$ cat src/rtl/restoring_divider_ctl.sv
// restoring_divider_ctl: sequential restoring divider (control FSM + datapath).
//
// Divides the dividend presented on Din at Start by the stored divisor. Each quotient
// bit takes one Shift cycle and one Sub (trial subtract / restore) cycle. Quotient and
// remainder stay on the outputs until the next Start.
//
// Ports:
//   Clk        system clock, rising edge
//   Reset      asynchronous, active-high; forces state R and clears all outputs
//   Run        level start request; one divide per high period
//   LoadB      load Din into the divisor register (only honoured in Idle)
//   Din        operand bus: divisor on LoadB, dividend on Start
//   Divisor    divisor register contents
//   Quotient   quotient register (shifts while busy)
//   Remainder  partial remainder, low WIDTH bits
//   Busy       high in Start, Shift, Sub and Fix
//   Done       high only in Done
//   DivZero    last completed operation had a zero divisor
//
// Build option: define SIGNED_DIV_EN for two's complement operands (truncating
// division, remainder takes the dividend's sign). Default build is unsigned; the Fix
// cycle exists in both builds so latency is identical.

module restoring_divider_ctl #(
    parameter int unsigned WIDTH = 8
) (
    input  logic             Clk,
    input  logic             Reset,
    input  logic             Run,
    input  logic             LoadB,
    input  logic [WIDTH-1:0] Din,
    output logic [WIDTH-1:0] Divisor,
    output logic [WIDTH-1:0] Quotient,
    output logic [WIDTH-1:0] Remainder,
    output logic             Busy,
    output logic             Done,
    output logic             DivZero
);

    localparam int unsigned CntW = (WIDTH > 1) ? $clog2(WIDTH) : 1;

    typedef enum logic [2:0] {
        StR,
        StIdle,
        StLoad,
        StStart,
        StShift,
        StSub,
        StFix,
        StDone
    } state_e;

    state_e           state_q, state_d;
    logic [WIDTH-1:0] divisor_q;
    logic [WIDTH:0]   a_q;
    logic [WIDTH-1:0] q_q;
    logic [CntW-1:0]  cnt_q;
    logic             divzero_q;
    logic             busy_q;
    logic             done_q;

    logic             div_zero;
    logic [WIDTH-1:0] din_mag;
    logic [WIDTH-1:0] b_op;
    logic [WIDTH:0]   sub_t;

    assign div_zero = (divisor_q == '0);

`ifdef SIGNED_DIV_EN
    logic             din_neg;
    logic             div_neg;
    logic [WIDTH-1:0] div_mag;
    logic [WIDTH-1:0] b_mag_q;
    logic             q_neg_q;
    logic             r_neg_q;

    assign din_neg = Din[WIDTH-1];
    assign div_neg = divisor_q[WIDTH-1];
    // Most-negative value maps onto itself, which reads correctly as an unsigned magnitude.
    assign din_mag = din_neg ? -Din : Din;
    assign div_mag = div_neg ? -divisor_q : divisor_q;
    assign b_op    = b_mag_q;
`else
    assign din_mag = Din;
    // Divisor cannot change while busy (LoadB only honoured in Idle), so use it directly.
    assign b_op    = divisor_q;
`endif

    // Borrow out in sub_t[WIDTH] means the trial subtract went negative.
    assign sub_t = a_q - {1'b0, b_op};

    always_comb begin
        state_d = state_q;
        case (state_q)
            StR:     state_d = StIdle;
            StIdle: begin
                if (Run) begin
                    state_d = StStart;
                end else if (LoadB) begin
                    state_d = StLoad;
                end
            end
            StLoad:  state_d = StIdle;
            StStart: state_d = div_zero ? StDone : StShift;
            StShift: state_d = StSub;
            StSub:   state_d = (cnt_q == '0) ? StFix : StShift;
            StFix:   state_d = StDone;
            StDone: begin
                if (!Run) begin
                    state_d = StIdle;
                end
            end
            default: state_d = StR;
        endcase
    end

    always_ff @(posedge Clk or posedge Reset) begin
        if (Reset) begin
            state_q   <= StR;
            divisor_q <= '0;
            a_q       <= '0;
            q_q       <= '0;
            cnt_q     <= '0;
            divzero_q <= 1'b0;
            busy_q    <= 1'b0;
            done_q    <= 1'b0;
`ifdef SIGNED_DIV_EN
            b_mag_q   <= '0;
            q_neg_q   <= 1'b0;
            r_neg_q   <= 1'b0;
`endif
        end else begin
            state_q <= state_d;
            busy_q  <= (state_d inside {StStart, StShift, StSub, StFix});
            done_q  <= (state_d == StDone);

            case (state_q)
                StLoad: divisor_q <= Din;
                StStart: begin
                    divzero_q <= div_zero;
                    cnt_q     <= CntW'(WIDTH - 1);
                    if (div_zero) begin
                        // Divide-by-zero result: all-ones quotient, raw dividend as remainder.
                        q_q <= '1;
                        a_q <= {1'b0, Din};
                    end else begin
                        q_q <= din_mag;
                        a_q <= '0;
                    end
`ifdef SIGNED_DIV_EN
                    b_mag_q <= div_mag;
                    q_neg_q <= din_neg ^ div_neg;
                    r_neg_q <= din_neg;
`endif
                end
                StShift: begin
                    a_q <= {a_q[WIDTH-1:0], q_q[WIDTH-1]};
                    q_q <= {q_q[WIDTH-2:0], 1'b0};
                end
                StSub: begin
                    if (!sub_t[WIDTH]) begin
                        a_q    <= sub_t;
                        q_q[0] <= 1'b1;
                    end
                    if (cnt_q != '0) begin
                        cnt_q <= cnt_q - CntW'(1);
                    end
                end
                StFix: begin
`ifdef SIGNED_DIV_EN
                    if (q_neg_q) begin
                        q_q <= -q_q;
                    end
                    if (r_neg_q) begin
                        a_q <= {1'b0, -a_q[WIDTH-1:0]};
                    end
`endif
                end
                default: ;
            endcase
        end
    end

    assign Divisor   = divisor_q;
    assign Quotient  = q_q;
    assign Remainder = a_q[WIDTH-1:0];
    assign Busy      = busy_q;
    assign Done      = done_q;
    assign DivZero   = divzero_q;

endmodule

$ cat config.mk
export PLATFORM = sky130hd
export DESIGN_NAME = restoring_divider_ctl
export DESIGN_NICKNAME = d
export VERILOG_FILES = /design/src/rtl/restoring_divider_ctl.sv
export SDC_FILE = /design/constraint.sdc
export NUM_CORES = 1
export LEC_CHECK = 0
export CAP_MARGIN = 15
export CORE_MARGIN = 3
export CORE_UTILIZATION = 30
export CTS_CLUSTER_DIAMETER = 200
export DETAILED_ROUTE_END_ITERATION = 12
export DONT_BUFFER_PORTS = 1
export PLACE_DENSITY_LB_ADDON = 0.3
export SETUP_SLACK_MARGIN = 0.15
export SLEW_MARGIN = 10
export SYNTH_ARGS = -nofsm -noshare
export SYNTH_HDL_FRONTEND = slang
export SYNTH_SLANG_ARGS = --single-unit
$ cat constraint.sdc
create_clock -name Clk -period 3 [get_ports Clk]
set_input_delay 0.45 -clock Clk [delete_from_list [all_inputs] [get_ports Clk]]
set_output_delay 0.45 -clock Clk [all_outputs]
set_load 0.02 [all_outputs]
==> reports/results.ini <==
[place]
gp_congestion = 0.781
io_buffers = 0
hpwl_um = 4030

[worst_setup_path]
endpoint_kind = flip-flop
crit_family = compound AO/OA/AOI/OAI gates
path_class = flip-flop to flip-flop
rr_startpoint = a_q[0]
critPathLaunch = a_q[0]
crit_top_cell = inv_1
crit_arrival_ps = 2800
path_cells = inv_1, ha_1, inv_1, fa_1, nand3_1, nand2_1, a21oi_1, xnor2_1, a21o_1, mux2_1
critical_path.max_fanout = 9
r2r_cells = 10
crit_cells = 10
path_buf_inv = 2
max_stage_delay_ps = 470
start_kind = flip-flop
crit_required_ps = 3160
crit_slowest_cell = dfrtp_1

[timing]
skew_ps = 8.96
maxSlewViolCount = 0
max_freq_mhz = 380
hold_viol = 0
setup_viol = 0
worstMarginPinSlew_ps = 589
slew_headroom_pct = 60.6
min_period_ps = 2630
rsz0062_at_grt = false
fin_setup_tns_ps = 0
final.period_utilization_pct = 87.8

[drt]
drc = 0
avgViaCountPerCell = 5.39
routed_wl_um = 5380
drtAntennaViolNets = 0
drtIter0Drc = 107
dr_total_vias = 1650
dr.pass1.iters = 4
wl_per_cell_um = 17.6

[power_and_ir_drop]
p_comb_share_pct = 50.3
internal_power_w = 0.00151
vdd_drop_max_mv = 0.525
p_sw_w = 0.00148
swShare_pct = 49.6
p_per_area_nw_per_um2 = 1370
leakage_nw = 0.995
total_power_w = 0.00298
p_clk_share_pct = 11.8
seqPwrFrac_pct = 37.9

[synthesis]
synth_warnings = 0
yosysTopAreaCellShare_pct = 41.6
netlist-cell-type-count = 40
synth-simple-area-share_pct = 15.3
syn_nets = 255
yosys.area.top_type = dfrtp_1
synth.avg_cell_area_um2 = 8.81
synth-seq-cells = 34
synthAdderAreaFrac_pct = 7.10
synth_compound_area_share_pct = 19.7
yosys-top-cells-area = dfrtp_1 (42%), ha_1 (6.1%), a21oi_1 (5.6%)
synth_mux_area_share_pct = 6.55
synth_cells = 232
synth_xor_area_share_pct = 1.71
synth_seq_area_share_pct = 41.6
synth_top_family_by_area = compound AO/OA/AOI/OAI gates
syn-cell-area_um2 = 2040

[floorplanning]
start_util_pct = 31.7
dieArea_um2 = 7840
dieHeight_um = 88.6
rows = 29
io_pins = 39
die_w_um = 88.6
core-area_um2 = 6460

[layout]
diodes = 0
fillers = 690
drive_gt1_share_pct = 8.30
area_growth_pct = 6.49
final_nets = 251

[global_route]
overflow = 0
antenna_found_initial = 0
grt_pass1_vias = 1610
gr-usage-all-layers_pct = 14.7
grt_max_degree = 35
grt_pass1_wl_um = 8710

[run]
maxCapViolCount = 0

[cts]
h-tree-depth = 2
cts_root_buffer = clkbuf_8
cts-resized-gates = 0
cts_tree = yes
ctsHoldBuffers = 0
worstSkewPairLatency_ps = 290
clkSlewWorstSetupHoldPaths_ps = 70
cts_buffers = 5
clock_path_buffers = 2
cts.sinks = 34
cts_setup_buffers = 0

[worst_hold_path]
hold_class = input pin to async pin

[status]
status = complete, no violations

-- registers in the layout, summed over array words and instances (netlist names) --
register / flops
a_q: 9
Divisor: 8
Quotient: 8
cnt_q: 3
state_q: 3
Busy: 1
DivZero: 1
Done: 1
-- power groups by stage --
stage | clock, W | combinational [W] | sequential (W)
6_report | 0.000354 | 0.00150 | 0.00113
5_1_grt | 0.000386 | 0.00170 | 0.00117
4_1_cts | 0.000360 | 0.00150 | 0.00114
3_5_place_dp | 0 | 0.00148 | 0.00114
3_3_place_gp | 0 | 0.00146 | 0.00114
2_1_floorplan | 0 | 0.00138 | 0.000961
-- worst register-to-register path, stage by stage, from the launching register on --
cell	delay, ps
dfrtp_1	470
inv_1	110
ha_1	160
inv_1	50
fa_1	400
nand3_1	120
nand2_1	90
a21oi_1	180
xnor2_1	170
a21o_1	400
mux2_1	370
-- final timing paths --
path	endpoint	slack (ps)
setup / recovery	a_q[3]	370
setup reg to reg	a_q[3]	370
hold reg to reg	cnt_q[2]	520
min in group Clk	Divisor[6]	280
hold / removal	cnt_q[1]	140
max in group asynchronous	Divisor[3]	2530
-- per-stage QoR --
stage / instances / area [µm²] / setup WS (ps) / hold slack (ps) / util, %
detailed placement: 298 / 2090 / 384 / 472 / 32.3
CTS: 306 / 2180 / 356 / 160 / 33.7
finish: 306 / 2180 / 367 / 141 / 33.7
floorplan: 232 / 2040 / 721 / 475 / -
global placement: 298 / 2090 / 437 / 470 / 32.3
global route: 306 / 2180 / 208 / 174 / 33.7
-- area by class of cell --
| type | count | area, µm² | area share (%) |
|---|---|---|---|
| Timing Repair Buffer | 6 | 45.0 | 2.07 |
| Tap cell | 77 | 96.3 | 4.43 |
| Sequential cell | 34 | 851 | 39.1 |
| Multi-Input combinational cell | 164 | 1030 | 47.3 |
| Clock buffer | 7 | 86.3 | 3.97 |
| Clock inverter | 1 | 5.00 | 0.230 |
| Inverter | 17 | 63.8 | 2.93 |
-- Yosys cell counts --
cell type / instances
nand2_1: 30
o22ai_1: 6
o311ai_4: 1
mux2_1: 6
xor2_1: 2
nor2_1: 22
xnor2_1: 2
o31a_1: 1
a211oi_1: 1
nor3_1: 5
a2bb2oi_1: 1
or4_1: 2
nand4_1: 1
mux2_2: 1
a21oi_2: 1
a22o_1: 1
fa_1: 1
mux2i_1: 4
dfrtp_1: 34
a221o_1: 1
a31o_1: 1
nand3_1: 3
clkbuf_1: 6
mux2_4: 1
ha_1: 10
o21ai_0: 16
o31ai_1: 1
o21ai_1: 2
a22oi_1: 4
a21o_1: 1
or2_2: 2
a31oi_1: 2
o21a_1: 1
o211ai_1: 1
nor2b_1: 3
buf_4: 9
nand2b_1: 4
a21oi_1: 23
buf_2: 2
inv_1: 17
-- layout by cell type (no fill, tap or decap), types with 6 or more instances in the layout --
master / instances
a21oi_1: 23
buf_4: 6
clkbuf_8: 6
dfrtp_1: 34
ha_1: 10
inv_1: 17
mux2_1: 6
nand2_1: 30
nor2_1: 22
o21ai_0: 16
o22ai_1: 6
-- per-layer routing --
layer	up-vias	GRT usage, %	part of all wire [%]
met2	49	21.3	45
met5	-	0	0
met1	803	21.2	47
met4	0	3.57	0.82
met3	7	4.47	6.4
li1	791	-	-
-- cell families (layout without fill, tap and decap cells) --
kind of cell	after synthesis	count (layout)
simple gates	72	72
xor+xnor	4	4
fa+ha+maj	11	11
buf+inv	34	31
flops	34	34
mux	12	12
compound gates	65	65
(Power assumes the default switching activity.)
